`src/rtl/mux_n_arb.sv`:
```
`default_nettype none
// ============================================================================
// mux_n_arb : N-input registered select/round-robin mux with valid/ready
// Revision  : 1.0
// ============================================================================
module mux_n_arb #(
  parameter int DATA_WIDTH = 32,
  parameter int NUM_IN     = 4,
  parameter int SEL_WIDTH  = 2
) (
  input  logic                         Clk,
  input  logic                         Reset,
  input  logic [NUM_IN*DATA_WIDTH-1:0] MuxIn,
  input  logic [NUM_IN-1:0]            InValid,
  output logic [NUM_IN-1:0]            InReady,
  input  logic [SEL_WIDTH-1:0]         Sel,
  input  logic                         Mode,
  output logic [DATA_WIDTH-1:0]        MuxOut,
  output logic [SEL_WIDTH-1:0]         OutSel,
  output logic                         OutValid,
  input  logic                         OutReady
);

  logic                  out_valid_q, out_valid_d;
  logic [DATA_WIDTH-1:0] mux_out_q, mux_out_d;
  logic [SEL_WIDTH-1:0]  out_sel_q, out_sel_d;
  logic [SEL_WIDTH-1:0]  last_q, last_d;

  logic                  load_en;
  logic                  transfer;
  logic [SEL_WIDTH-1:0]  grant;
  logic                  grant_valid;
  logic [DATA_WIDTH-1:0] grant_data;
  logic                  rr_found;
  int                    rr_idx;

  assign load_en  = !out_valid_q || OutReady;
  assign transfer = load_en && grant_valid && !Reset;

  // Mode 1 searches Last+1, Last+2, ... so the most recent winner is last in line.
  always_comb begin
    grant       = '0;
    grant_valid = 1'b0;
    rr_found    = 1'b0;
    rr_idx      = 0;
    if (!Mode) begin
      grant = Sel;
      for (int i = 0; i < NUM_IN; i++) begin
        if (Sel == SEL_WIDTH'(i)) grant_valid = InValid[i];
      end
    end else begin
      for (int k = 1; k <= NUM_IN; k++) begin
        rr_idx = (int'(last_q) + k) % NUM_IN;
        if (!rr_found && InValid[rr_idx]) begin
          grant    = SEL_WIDTH'(rr_idx);
          rr_found = 1'b1;
        end
      end
      grant_valid = rr_found;
    end
  end

  always_comb begin
    grant_data = '0;
    InReady    = '0;
    for (int i = 0; i < NUM_IN; i++) begin
      if (grant == SEL_WIDTH'(i)) begin
        grant_data = MuxIn[i*DATA_WIDTH +: DATA_WIDTH];
        InReady[i] = transfer;
      end
    end
  end

  always_comb begin
    out_valid_d = out_valid_q;
    mux_out_d   = mux_out_q;
    out_sel_d   = out_sel_q;
    last_d      = last_q;
    if (transfer) begin
      out_valid_d = 1'b1;
      mux_out_d   = grant_data;
      out_sel_d   = grant;
      if (Mode) last_d = grant;
    end else if (OutReady) begin
      out_valid_d = 1'b0;
    end
  end

  always_ff @(posedge Clk) begin
    if (Reset) begin
      out_valid_q <= 1'b0;
      mux_out_q   <= '0;
      out_sel_q   <= '0;
      last_q      <= SEL_WIDTH'(NUM_IN - 1);
    end else begin
      out_valid_q <= out_valid_d;
      mux_out_q   <= mux_out_d;
      out_sel_q   <= out_sel_d;
      last_q      <= last_d;
    end
  end

  assign OutValid = out_valid_q;
  assign MuxOut   = mux_out_q;
  assign OutSel   = out_sel_q;

endmodule
`default_nettype wire

```
`config.mk`:
```
export PLATFORM = sky130hd
export DESIGN_NAME = mux_n_arb
export DESIGN_NICKNAME = d
export VERILOG_FILES = /design/src/rtl/mux_n_arb.sv
export SDC_FILE = /design/constraint.sdc
export NUM_CORES = 1
export LEC_CHECK = 0
export BUFFER_PORTS_ARGS = -buffer_cell sky130_fd_sc_hd__buf_2
export CORE_MARGIN = 4
export CORE_UTILIZATION = 47
export DETAILED_ROUTE_END_ITERATION = 7
export PLACE_DENSITY = 0.95
export SYNTH_ARGS = -nofsm -noshare
export SYNTH_HDL_FRONTEND = slang
export SYNTH_SLANG_ARGS = --single-unit
export TNS_END_PERCENT = 30
```
`constraint.sdc`:
```
create_clock -name Clk -period 4.5 [get_ports Clk]
set_clock_uncertainty 0.15 [all_clocks]
set_input_delay 1.125 -clock Clk [delete_from_list [all_inputs] [get_ports Clk]]
set_output_delay 1.125 -clock Clk [all_outputs]
set_load 0.01 [all_outputs]
```
# After elaboration in Yosys (flattened, before gate mapping)
# Cells that the tools add are included.
# word_totals
romBits,0
latch_bits,0
memories,0
input_bits,138
mem_bits_rw,0
elab_cells,80
regBits,37
# op_classes
n_shift,0
n_div,0
n_addsub,4
n_lt_le_gt_ge,4
reduce_logical,19
n_bitwise,4
n_mux,39
n_eq_ne,6
n_mul,0
# op_table
op,count
$mux 32,4
$mux 1,26
$lt 3x4->1 const B,4
$mux 2,5
$bmux 1 s2,4
$eq 2x2->1 const B,4
$reduce_or 2->1,4
$logic_and 1x1->1,5
$logic_not 1->1,5
$add 2x1->2 const B,2
$add 2x2->2 const B,2
$and 1x1->1 const A,4
$eq 2x1->1 const B,2
$logic_not 2->1,2
$reduce_and 2->1,1
$reduce_bool 2->1,1
$logic_or 1x1->1,1

# Longest topological paths before layout
# Gate-level depths: netlist of run 1.
# depth
ltp_word,25
mapped_depth,9

# Least setup slack after synthesis of run 1
# No wires, ideal clock.
# synth_path
path_type,input port to output port
start,input port InValid[3]
end,output port InReady[1]
setup_slack_ps,670
stages,7
t_arrival_ps,2555
required_ps,3225
cell_sequence,buf_2 -> and3b_1 -> or3_1 -> a31o_1 -> clkbuf_1 -> buf_2 -> nor2_1
# synth_between
elab_chain_cells,20
elab_cells_between_ends,36
# synth_lines
item,line,source
from (decl),14,"input logic [NUM_IN-1:0] InValid,"
$bmux 1 s2,54,if (!rr_found && InValid[rr_idx]) begin
$mux 1 (implied by the code) (2 in series),54,
$mux 1,54,
$mux 1,46,if (!Mode) begin
$logic_not 1->1,54,
$logic_and 1x1->1,54,
$mux 1,54,
$mux 1,46,
[2 not listed],--,
$mux 1,54,
$mux 1,46,
$logic_not 1->1,54,
$logic_and 1x1->1,54,
$mux 1,54,
$mux 1,46,
$logic_and 1x1->1 (2 in series),38,assign transfer = load_en && grant_valid && !Reset;
$mux 1 *,67,if (grant == SEL_WIDTH'(i)) begin
to (decl),15,"output logic [NUM_IN-1:0] InReady,"
# Mark *: on every way between the ends. The rest lies on a longest branch, timed or not. The select of a mux whose other input is x is not followed.

# Worst setup path in the final report of run 1
# layout_path
start,input port InValid[2]
end,output port InReady[1]
# The elaborated chain is that of the path after synthesis.

==> impl_metrics.csv, run 1 <==
group,metric,value,unit
clocking,cts_resized,0,
routing,avgRoutedWirePerCell,14.6,µm
timing,hold_viol,0,
worst_hold_path,hold_depth,2,
floorplan,ioPinCount,177,
clocking,clockBufferDepth,2,
timing,rsz0062_at_grt,"no",
yosys,syn_nets,445,
timing,drv_slew,0,
global_routing,first_global_vias,2774,
global_routing,grt_max_degree,66,
floorplan,dieArea,7380,µm²
cells_and_area,final_area,3820,µm²
flow_run,cap_violations,0,
power,ir_worst_vdd,0.162,mV
yosys,syn_avg_cell_area,9.30,µm²
setup_path,cpMostUsedCell,"buf_2",
setup_path,cp_slowest_cell,"a2111oi_0",
global_routing,grtUsageTotal,20.0,%
power,powerDensity,296,nW/µm²
routing,drtIter0Drc,70,
placed_design,io_buffer_count,176,
routing,drc,0,
floorplan,rows,28,
setup_path,worst-path-stages,8,
clocking,worstSkewPairLatency,280,ps
timing,worstMarginPinSlew,1040,ps
global_routing,grt_pass1_wl,12200,µm
routing,vias_per_cell,5.29,
cells_and_area,antenna_cells,0,
cells_and_area,final.fill_count,511,
setup_path,cp-start-kind,"input port",
worst_hold_path,hp-class,"reg -> reg",
power,leakage,2.02,nW
cells_and_area,nets,605,
clocking,holdBufCountCts,0,
floorplan,core,5920,µm²
routing,wl,7920,µm
setup_path,cp_slowest_stage_delay,380,ps
yosys,ys_types,32,
setup_path,cp_top_family,"compound AO/OA/AOI/OAI gates",
routing,vias,2874,
yosys,syn_inst,307,
clocking,tritoncts,"done",
timing,max_freq,250,MHz
placed_design,placed_area,3710,µm²
setup_path,reg2reg_slack,1600,ps
placed_design,gp_congestion,0.792,
setup_path,crit_buf_inv,2,
outcome,status,"completed",
setup_path,crit_path_cell_trace,"buf_2 -> or2_1 -> a2111oi_0 -> o21ai_1 -> o211a_4 -> nand2_1 -> nor2_1 -> buf_2",
global_routing,antenna_found_initial,0,
floorplan,initial_core_util,48.2,%
timing,fin_crit,4000,ps
global_routing,grt.overflow.total,0,
routing,first_pass_iters,4,
clocking,clockRootBuffer,"clkbuf_8",
setup_path,required,3220,ps
setup_path,reg2regPathDepth,7,
yosys,ys_ff_latch,37,
yosys,ys_seq_area_share,26.0,%
clocking,cts_sinks,37,
setup_path,end_kind,"primary output",
cells_and_area,syn_to_final_growth,33.9,%
placed_design,place_hpwl,6180,µm
cells_and_area,drive_gt1_share,48.7,%
clocking,clk_pin_slew,80,ps
setup_path,crit_arrival,2720,ps
clocking,ctsHtreeMaxLevel,2,
timing,min_period_over_period,88.9,%
timing,relSlewSlack,30.8,%
timing,setup_tns,0,ps
routing,ant_nets,0,
timing,setup_viol,0,
floorplan,die_h,85.9,µm
setup_path,crit_fanout,38,
yosys,ys_warn_count,0,
floorplan,fp.dieW,85.9,µm
yosys,syn_area,2850,µm²
clocking,numCtsBuffers,5,
clocking,cts_setup_buffers,0,
setup_path,critPathKind,"in -> out",
-- kinds of logic (layout without fill, tap and decap cells) --
group           Yosys count  count (layout)  synth area share [%]
mux                      68              68                  24.8
compound gates           49              49                  14.9
flops                    37              37                  26.0
buf+inv                  30             191                  6.93
simple gates            123             123                  27.4
-- final cells by class --
cell class | count | area [µm²] | share of cell area [%]
Clock buffer | 7 | 86.3 | 2.26
Timing Repair Buffer | 182 | 926 | 24.2
Clock inverter | 1 | 30.0 | 0.786
Multi-Input combinational cell | 240 | 1940 | 50.8
Inverter | 1 | 3.75 | 0.0982
Tap cell | 75 | 93.8 | 2.45
Sequential cell | 37 | 741 | 19.4
-- routing by layer --
layer	share of wire, %	vias to the layer above	routed length [µm]	GRT usage, %
met5	0	-	0	0
met4	1.2	0	99	4.32
met3	8.6	11	682	5.19
met2	55	103	4340	40.2
met1	35	1337	2810	20.2
li1	-	1423	-	-
-- placed cells by master (no fill, tap or decap) --
cell / netlist / final
a211oi_2: 2 / 2
a31o_1: 34 / 34
nand2_1: 67 / 67
or2_1: 3 / 3
nand3_1: 1 / 1
or3_1: 1 / 1
o21ai_1: 2 / 2
and3b_1: 1 / 1
dfxtp_1: 37 / 37
clkbuf_8: 0 / 6
a2111oi_0: 1 / 1
o21bai_1: 2 / 2
mux2_2: 1 / 1
clkbuf_1: 4 / 1
nor2_1: 8 / 8
nor3b_1: 1 / 1
buf_2: 11 / 176
a41oi_4: 0 / 1
bufinv_16: 0 / 1
mux4_2: 2 / 2
o211a_4: 0 / 1
nand2b_1: 4 / 4
nor2b_1: 3 / 3
buf_4: 1 / 6
nor4b_1: 1 / 1
nor3b_2: 31 / 31
nand3b_1: 2 / 2
mux2i_1: 65 / 65
inv_1: 1 / 1
a31oi_1: 3 / 3
a21oi_1: 2 / 2
a31oi_4: 1 / 1
-- worst min-delay path: stages, from the launching register on --
cell and delay, ps:
dfxtp_1 340, mux2i_1 70, nor2_1 70
-- synth_stat cells --
library cell   n  area (µm²)
a2111oi_0      1        8.76
a211oi_2       2        25.0
a21oi_1        2        10.0
a31o_1        34         298
a31oi_1        3        18.8
a31oi_4        1        21.3
a41oi_1        1        8.76
and3b_1        1        8.76
buf_1          4        15.0
buf_2         11        55.1
buf_4          1        7.51
buf_6          9         101
clkbuf_1       4        15.0
dfxtp_1       37         741
inv_1          1        3.75
mux2_2         1        11.3
mux2i_1       65         651
mux4_2         2        45.0
nand2_1       67         251
nand2b_1       4        25.0
nand3_1        1        5.00
nand3b_1       2        15.0
nor2_1         8        30.0
nor2b_1        3        18.8
nor3b_1        1        7.51
nor3b_2       31         388
nor4b_1        1        8.76
o211a_1        1        10.0
o21ai_1        2        10.0
o21bai_1       2        15.0
or2_1          3        18.8
or3_1          1        6.26
-- through the flow --
stage / total power [mW] / hold slack (ps) / worst slack, ps / instances / util (%)
floorplan: 0.702 / 354 / 670 / 307 / -
detailed placement: 0.849 / 337 / 491 / 535 / 62.6
global placement: 0.829 / 329 / 558 / 535 / 62.6
global route: 1.20 / 394 / 325 / 543 / 64.6
finish: 1.13 / 362 / 501 / 543 / 64.6
CTS: 1.15 / 357 / 489 / 543 / 64.6
-- final timing paths --
path	start	end
worst max-delay path	InValid[2]	InReady[1]
worst min-delay path	OutSel[0]$_SDFFE_PP0P_	OutSel[0]$_SDFFE_PP0P_
worst max register to register	last_q[1]$_SDFFE_PP1P_	MuxOut[13]$_SDFFE_PP0P_
worst min register to register	OutSel[0]$_SDFFE_PP0P_	OutSel[0]$_SDFFE_PP0P_
-- where the power goes --
| group | leakage, nW | total, mW | internal, mW | switching [mW] |
|---|---|---|---|---|
| sequential | 0.308 | 0.404 | 0.380 | 0.0239 |
| clock | 0.0585 | 0.294 | 0.181 | 0.114 |
| combinational | 1.66 | 0.434 | 0.217 | 0.217 |
-- state kept, by name, indices dropped and copies added, names as in the netlist --
signal / cells
last_q: 2
OutSel: 2
OutValid: 1
MuxOut: 32
Power figures use the tool's default switching activity.
==> run 2, diff against run 1 <==
==> constraint.sdc (replaced) <==
create_clock -name Clk -period 4.8 [get_ports Clk]
set_clock_uncertainty 0.15 [all_clocks]
set_input_delay 1.2 -clock Clk [delete_from_list [all_inputs] [get_ports Clk]]
set_output_delay 1.2 -clock Clk [all_outputs]
set_load 0.01 [all_outputs]
==> impl_metrics.csv, run 2 (synthesized netlist as in run 1, its figures left out) <==
group,metric,value,unit
outcome,status,"completed",
global_routing,grt_max_degree,40,
global_routing,first_global_vias,2841,
power,power.internal,0.673,mW
power,netSwitchingFraction,32.5,%
setup_path,regToRegStartpoint,"last_q[1]$_SDFFE_PP1P_",
routing,ant_nets,0,
timing,relSlewSlack,58.3,%
timing,max_freq,247,MHz
setup_path,reg2reg_slack,2230,ps
power,powerDensity,262,nW/µm²
clocking,tritoncts,"done",
timing,drv_slew,0,
clocking,clk_pin_slew,70,ps
cells_and_area,final_cell_mix,"buf_2 (176), nand2_1 (67), mux2i_1 (65), dfxtp_1 (37), a31o_1 (34)",
routing,drc,0,
worst_hold_path,hold_depth,2,
power,p_seq_share,38.0,%
power,p_sw,0.324,mW
floorplan,core,5920,µm²
flow_run,cap_violations,0,
placed_design,io_buffer_count,176,
setup_path,crit_arrival,2700,ps
global_routing,grtUsageTotal,19.8,%
cells_and_area,drive_gt1_share,48.8,%
clocking,numCtsBuffers,5,
timing,setup_viol,0,
clocking,cts_setup_buffers,0,
floorplan,initial_core_util,48.2,%
placed_design,placed_area,3720,µm²
routing,vias,2875,
worst_hold_path,min_to,"OutValid$_SDFFE_PP0P_",
power,comb_power_share,40.8,%
cells_and_area,syn_to_final_growth,33.4,%
clocking,cts_resized,0,
cells_and_area,antenna_cells,0,
setup_path,critPathKind,"in -> out",
power,clkPwrFrac,21.2,%
routing,avgRoutedWirePerCell,14.3,µm
setup_path,crit_fanout,17,
clocking,holdBufCountCts,0,
global_routing,grt_pass1_wl,12100,µm
clocking,worstSkewPairLatency,280,ps
floorplan,ioPinCount,177,
clocking,ctsHtreeMaxLevel,2,
routing,vias_per_cell,5.28,
cells_and_area,final_common_cell,"buf_2",
timing,fin_crit,4050,ps
setup_path,reg2regPathDepth,7,
timing,worstMarginPinSlew,625,ps
routing,first_pass_iters,4,
worst_hold_path,hp-class,"reg -> reg",
cells_and_area,largest_register_ffs,32,
clocking,clockBufferDepth,2,
setup_path,cp-start-kind,"input port",
setup_path,timing.rr.end,"MuxOut[11]$_SDFFE_PP0P_",
cells_and_area,final_area,3810,µm²
floorplan,fp.dieW,85.9,µm
timing,rsz0062_at_grt,"no",
routing,wl,7790,µm
cells_and_area,nets,607,
setup_path,required,3450,ps
power,leakage,2.02,nW
placed_design,gp_congestion,0.806,
power,ir_worst_vdd,0.188,mV
floorplan,rows,28,
global_routing,antenna_found_initial,0,
clocking,cts_sinks,37,
floorplan,die_h,85.9,µm
routing,drtIter0Drc,67,
clocking,clockRootBuffer,"clkbuf_8",
timing,setup_tns,0,ps
worst_hold_path,min-delay-start,"OutValid$_SDFFE_PP0P_",
setup_path,end_kind,"primary output",
placed_design,place_hpwl,6160,µm
timing,min_period_over_period,84.4,%
global_routing,grt.overflow.total,0,
timing,hold_viol,0,
floorplan,dieArea,7380,µm²
power,total_power,0.997,mW
## run 2: layout make-up
type / count / area, µm²
Sequential cell: 37 / 741
Fill cell: 505 / 2110
Clock buffer: 7 / 86.3
Timing Repair Buffer: 184 / 941
Inverter: 1 / 3.75
Tap cell: 75 / 93.8
Multi-Input combinational cell: 240 / 1940
## run 2: power groups by stage
stage	Clock [mW]	Sequential (mW)	Combinational (mW)
final	0.212	0.379	0.407
after floorplan	0	0.405	0.253
after CTS	0.222	0.379	0.411
after global routing	0.235	0.386	0.444
after global placement	0	0.381	0.397
after detailed placement	0	0.386	0.411
## run 2: critical path, cell delays in order
cell     delay, ps
buf_2          170
and3b_1        210
or3_1          380
a31oi_4        480
nor2_1         100
buf_2          160
## run 2: worst max-delay path by stage
| stage | startpoint | to | slack (ps) | cells after the start |
|---|---|---|---|---|
| finish | InValid[3] | InReady[0] | 750 | 6 |
| global route | InValid[2] | InReady[2] | 630 | 8 |
| CTS | InValid[3] | InReady[0] | 750 | 6 |
| detailed placement | InValid[3] | InReady[2] | 750 | 6 |
| global placement | InValid[3] | InReady[2] | 800 | 6 |
| floorplan | InValid[3] | InReady[1] | 820 | 7 |
## run 2: per-layer routing
layer	part of all wire (%)	track usage, %	vias up
li1	-	-	1426
met1	37	20.8	1314
met2	53	38.3	121
met3	8.7	5.28	14
met4	1.7	5.47	0
met5	0	0	-
## run 2: stage by stage
stage | worst slack (ps) | util [%] | hold WS (ps) | std cells
final | 748 | 64.3 | 361 | 544
after global routing | 629 | 64.3 | 406 | 544
after CTS | 753 | 64.3 | 362 | 544
after detailed placement | 754 | 62.8 | 344 | 537
after global placement | 796 | 62.8 | 333 | 537
after floorplan | 820 | - | 354 | 307
==> run 3, diff against run 2 <==
--- a/config.mk
+++ b/config.mk
@@ -7,9 +7,9 @@
 export LEC_CHECK = 0
 export BUFFER_PORTS_ARGS = -buffer_cell sky130_fd_sc_hd__buf_2
 export CORE_MARGIN = 4
-export CORE_UTILIZATION = 47
+export CORE_UTILIZATION = 39
 export DETAILED_ROUTE_END_ITERATION = 7
-export PLACE_DENSITY = 0.95
+export PLACE_DENSITY = 0.88
 export SYNTH_ARGS = -nofsm -noshare
 export SYNTH_HDL_FRONTEND = slang
 export SYNTH_SLANG_ARGS = --single-unit
==> constraint.sdc (replaced) <==
create_clock -name Clk -period 3.7 [get_ports Clk]
set_clock_uncertainty 0.15 [all_clocks]
set_input_delay 0.925 -clock Clk [delete_from_list [all_inputs] [get_ports Clk]]
set_output_delay 0.925 -clock Clk [all_outputs]
set_load 0.01 [all_outputs]
==> impl_metrics.csv, run 3 (synthesized netlist as in run 1, its figures left out) <==
group,metric,value,unit
outcome,status,"completed",
cells_and_area,largest_register_ffs,32,
floorplan,fp.dieW,93.5,µm
timing,relSlewSlack,61.2,%
timing,setup_viol,0,
placed_design,place_hpwl,6400,µm
cells_and_area,drive_gt1_share,49.1,%
setup_path,critPathKind,"in -> out",
cells_and_area,nets,607,
worst_hold_path,min-delay-start,"OutValid$_SDFFE_PP0P_",
setup_path,timing.rr.end,"last_q[1]$_SDFFE_PP1P_",
setup_path,reg2regPathDepth,7,
timing,fin_crit,3470,ps
setup_path,required,2620,ps
global_routing,grt_max_degree,63,
clocking,clockRootBuffer,"clkbuf_8",
timing,worstMarginPinSlew,582,ps
global_routing,grtUsageTotal,17.2,%
floorplan,die_h,93.5,µm
placed_design,io_buffer_count,176,
power,leakage,2.03,nW
clocking,holdBufCountCts,0,
setup_path,crit_fanout,10,
power,powerDensity,345,nW/µm²
clocking,tritoncts,"done",
timing,rsz0062_at_grt,"no",
setup_path,cp-start-kind,"input port",
worst_hold_path,min_to,"OutValid$_SDFFE_PP0P_",
timing,min_period_over_period,93.7,%
cells_and_area,antenna_cells,0,
routing,first_pass_iters,4,
floorplan,ioPinCount,177,
setup_path,end_kind,"primary output",
worst_hold_path,hp-class,"reg -> reg",
timing,drv_slew,0,
routing,avgRoutedWirePerCell,14.2,µm
clocking,clockBufferDepth,2,
routing,wl,8060,µm
global_routing,first_global_vias,2881,
routing,drtIter0Drc,40,
floorplan,rows,30,
routing,ant_nets,0,
timing,setup_tns,0,ps
cells_and_area,final_common_cell,"buf_2",
clocking,worstSkewPairLatency,280,ps
setup_path,crit_arrival,2390,ps
clocking,ctsHtreeMaxLevel,2,
power,ir_worst_vdd,0.212,mV
placed_design,gp_congestion,0.814,
routing,vias_per_cell,5.03,
cells_and_area,final.fill_count,632,
floorplan,initial_core_util,41.1,%
setup_path,reg2reg_slack,1130,ps
routing,drc,0,
global_routing,grt.overflow.total,0,
cells_and_area,final_cell_mix,"buf_2 (176), nand2_1 (67), mux2i_1 (65), dfxtp_1 (37), a31o_1 (34)",
worst_hold_path,hold_depth,2,
clocking,cts_sinks,37,
flow_run,cap_violations,0,
global_routing,grt_pass1_wl,12500,µm
cells_and_area,syn_to_final_growth,35.3,%
timing,hold_viol,0,
setup_path,regToRegStartpoint,"last_q[1]$_SDFFE_PP1P_",
clocking,cts_setup_buffers,0,
routing,vias,2847,
clocking,clk_pin_slew,80,ps
floorplan,core,6940,µm²
clocking,numCtsBuffers,5,
timing,max_freq,288,MHz
clocking,cts_resized,0,
cells_and_area,fin_util,55.6,%
global_routing,antenna_found_initial,0,
floorplan,dieArea,8750,µm²
[run 3: where the power goes]
| group | switching (mW) | internal, mW | total (mW) | leakage [nW] |
|---|---|---|---|---|
| clock | 0.144 | 0.169 | 0.313 | 0.0542 |
| sequential | 0.0287 | 0.462 | 0.490 | 0.308 |
| combinational | 0.264 | 0.267 | 0.531 | 1.67 |
[run 3: worst max-delay path by stage]
stage	startpoint	endpoint	cells past startpoint
2_1_floorplan	InValid[3]	InReady[1]	7
3_3_place_gp	InValid[1]	InReady[2]	7
3_5_place_dp	InValid[3]	InReady[2]	8
4_1_cts	InValid[3]	InReady[2]	8
5_1_grt	InValid[3]	InReady[1]	8
6_report	InValid[3]	InReady[2]	8
[run 3: critical path, stage by stage]
cell	delay, ps
buf_2	150
mux2_2	270
nor4b_1	400
o21ai_1	170
o211a_4	190
nand2b_1	90
nor2_1	50
buf_2	150
[run 3: area by class of cell]
class	instances	area (µm²)	area share (%)
clock buffer	7	96.3	2.50
clock inverter	1	5.00	0.130
inverter	1	3.75	0.0972
multi-input combinational	240	1940	50.3
sequential	37	741	19.2
tap	96	120	3.11
timing repair buffer	184	953	24.7
[run 3: per-stage QoR]
step,power (mW),cell area [µm²],hold slack (ps),setup slack (ps),instances
4_1_cts,1.36,3860,359,235,566
5_1_grt,1.42,3860,395,141,566
3_5_place_dp,1.04,3760,346,234,558
2_1_floorplan,0.854,2850,354,270,307
3_3_place_gp,1.02,3760,326,348,558
6_report,1.33,3860,355,231,566
[run 3: per-layer routing]
layer | GRT usage [%] | wire length (µm) | up-vias
li1 | - | - | 1427
met1 | 18.1 | 2980 | 1305
met2 | 33.7 | 4330 | 102
met3 | 4.10 | 634 | 13
met4 | 4.45 | 117 | 0
met5 | 0 | 0 | -
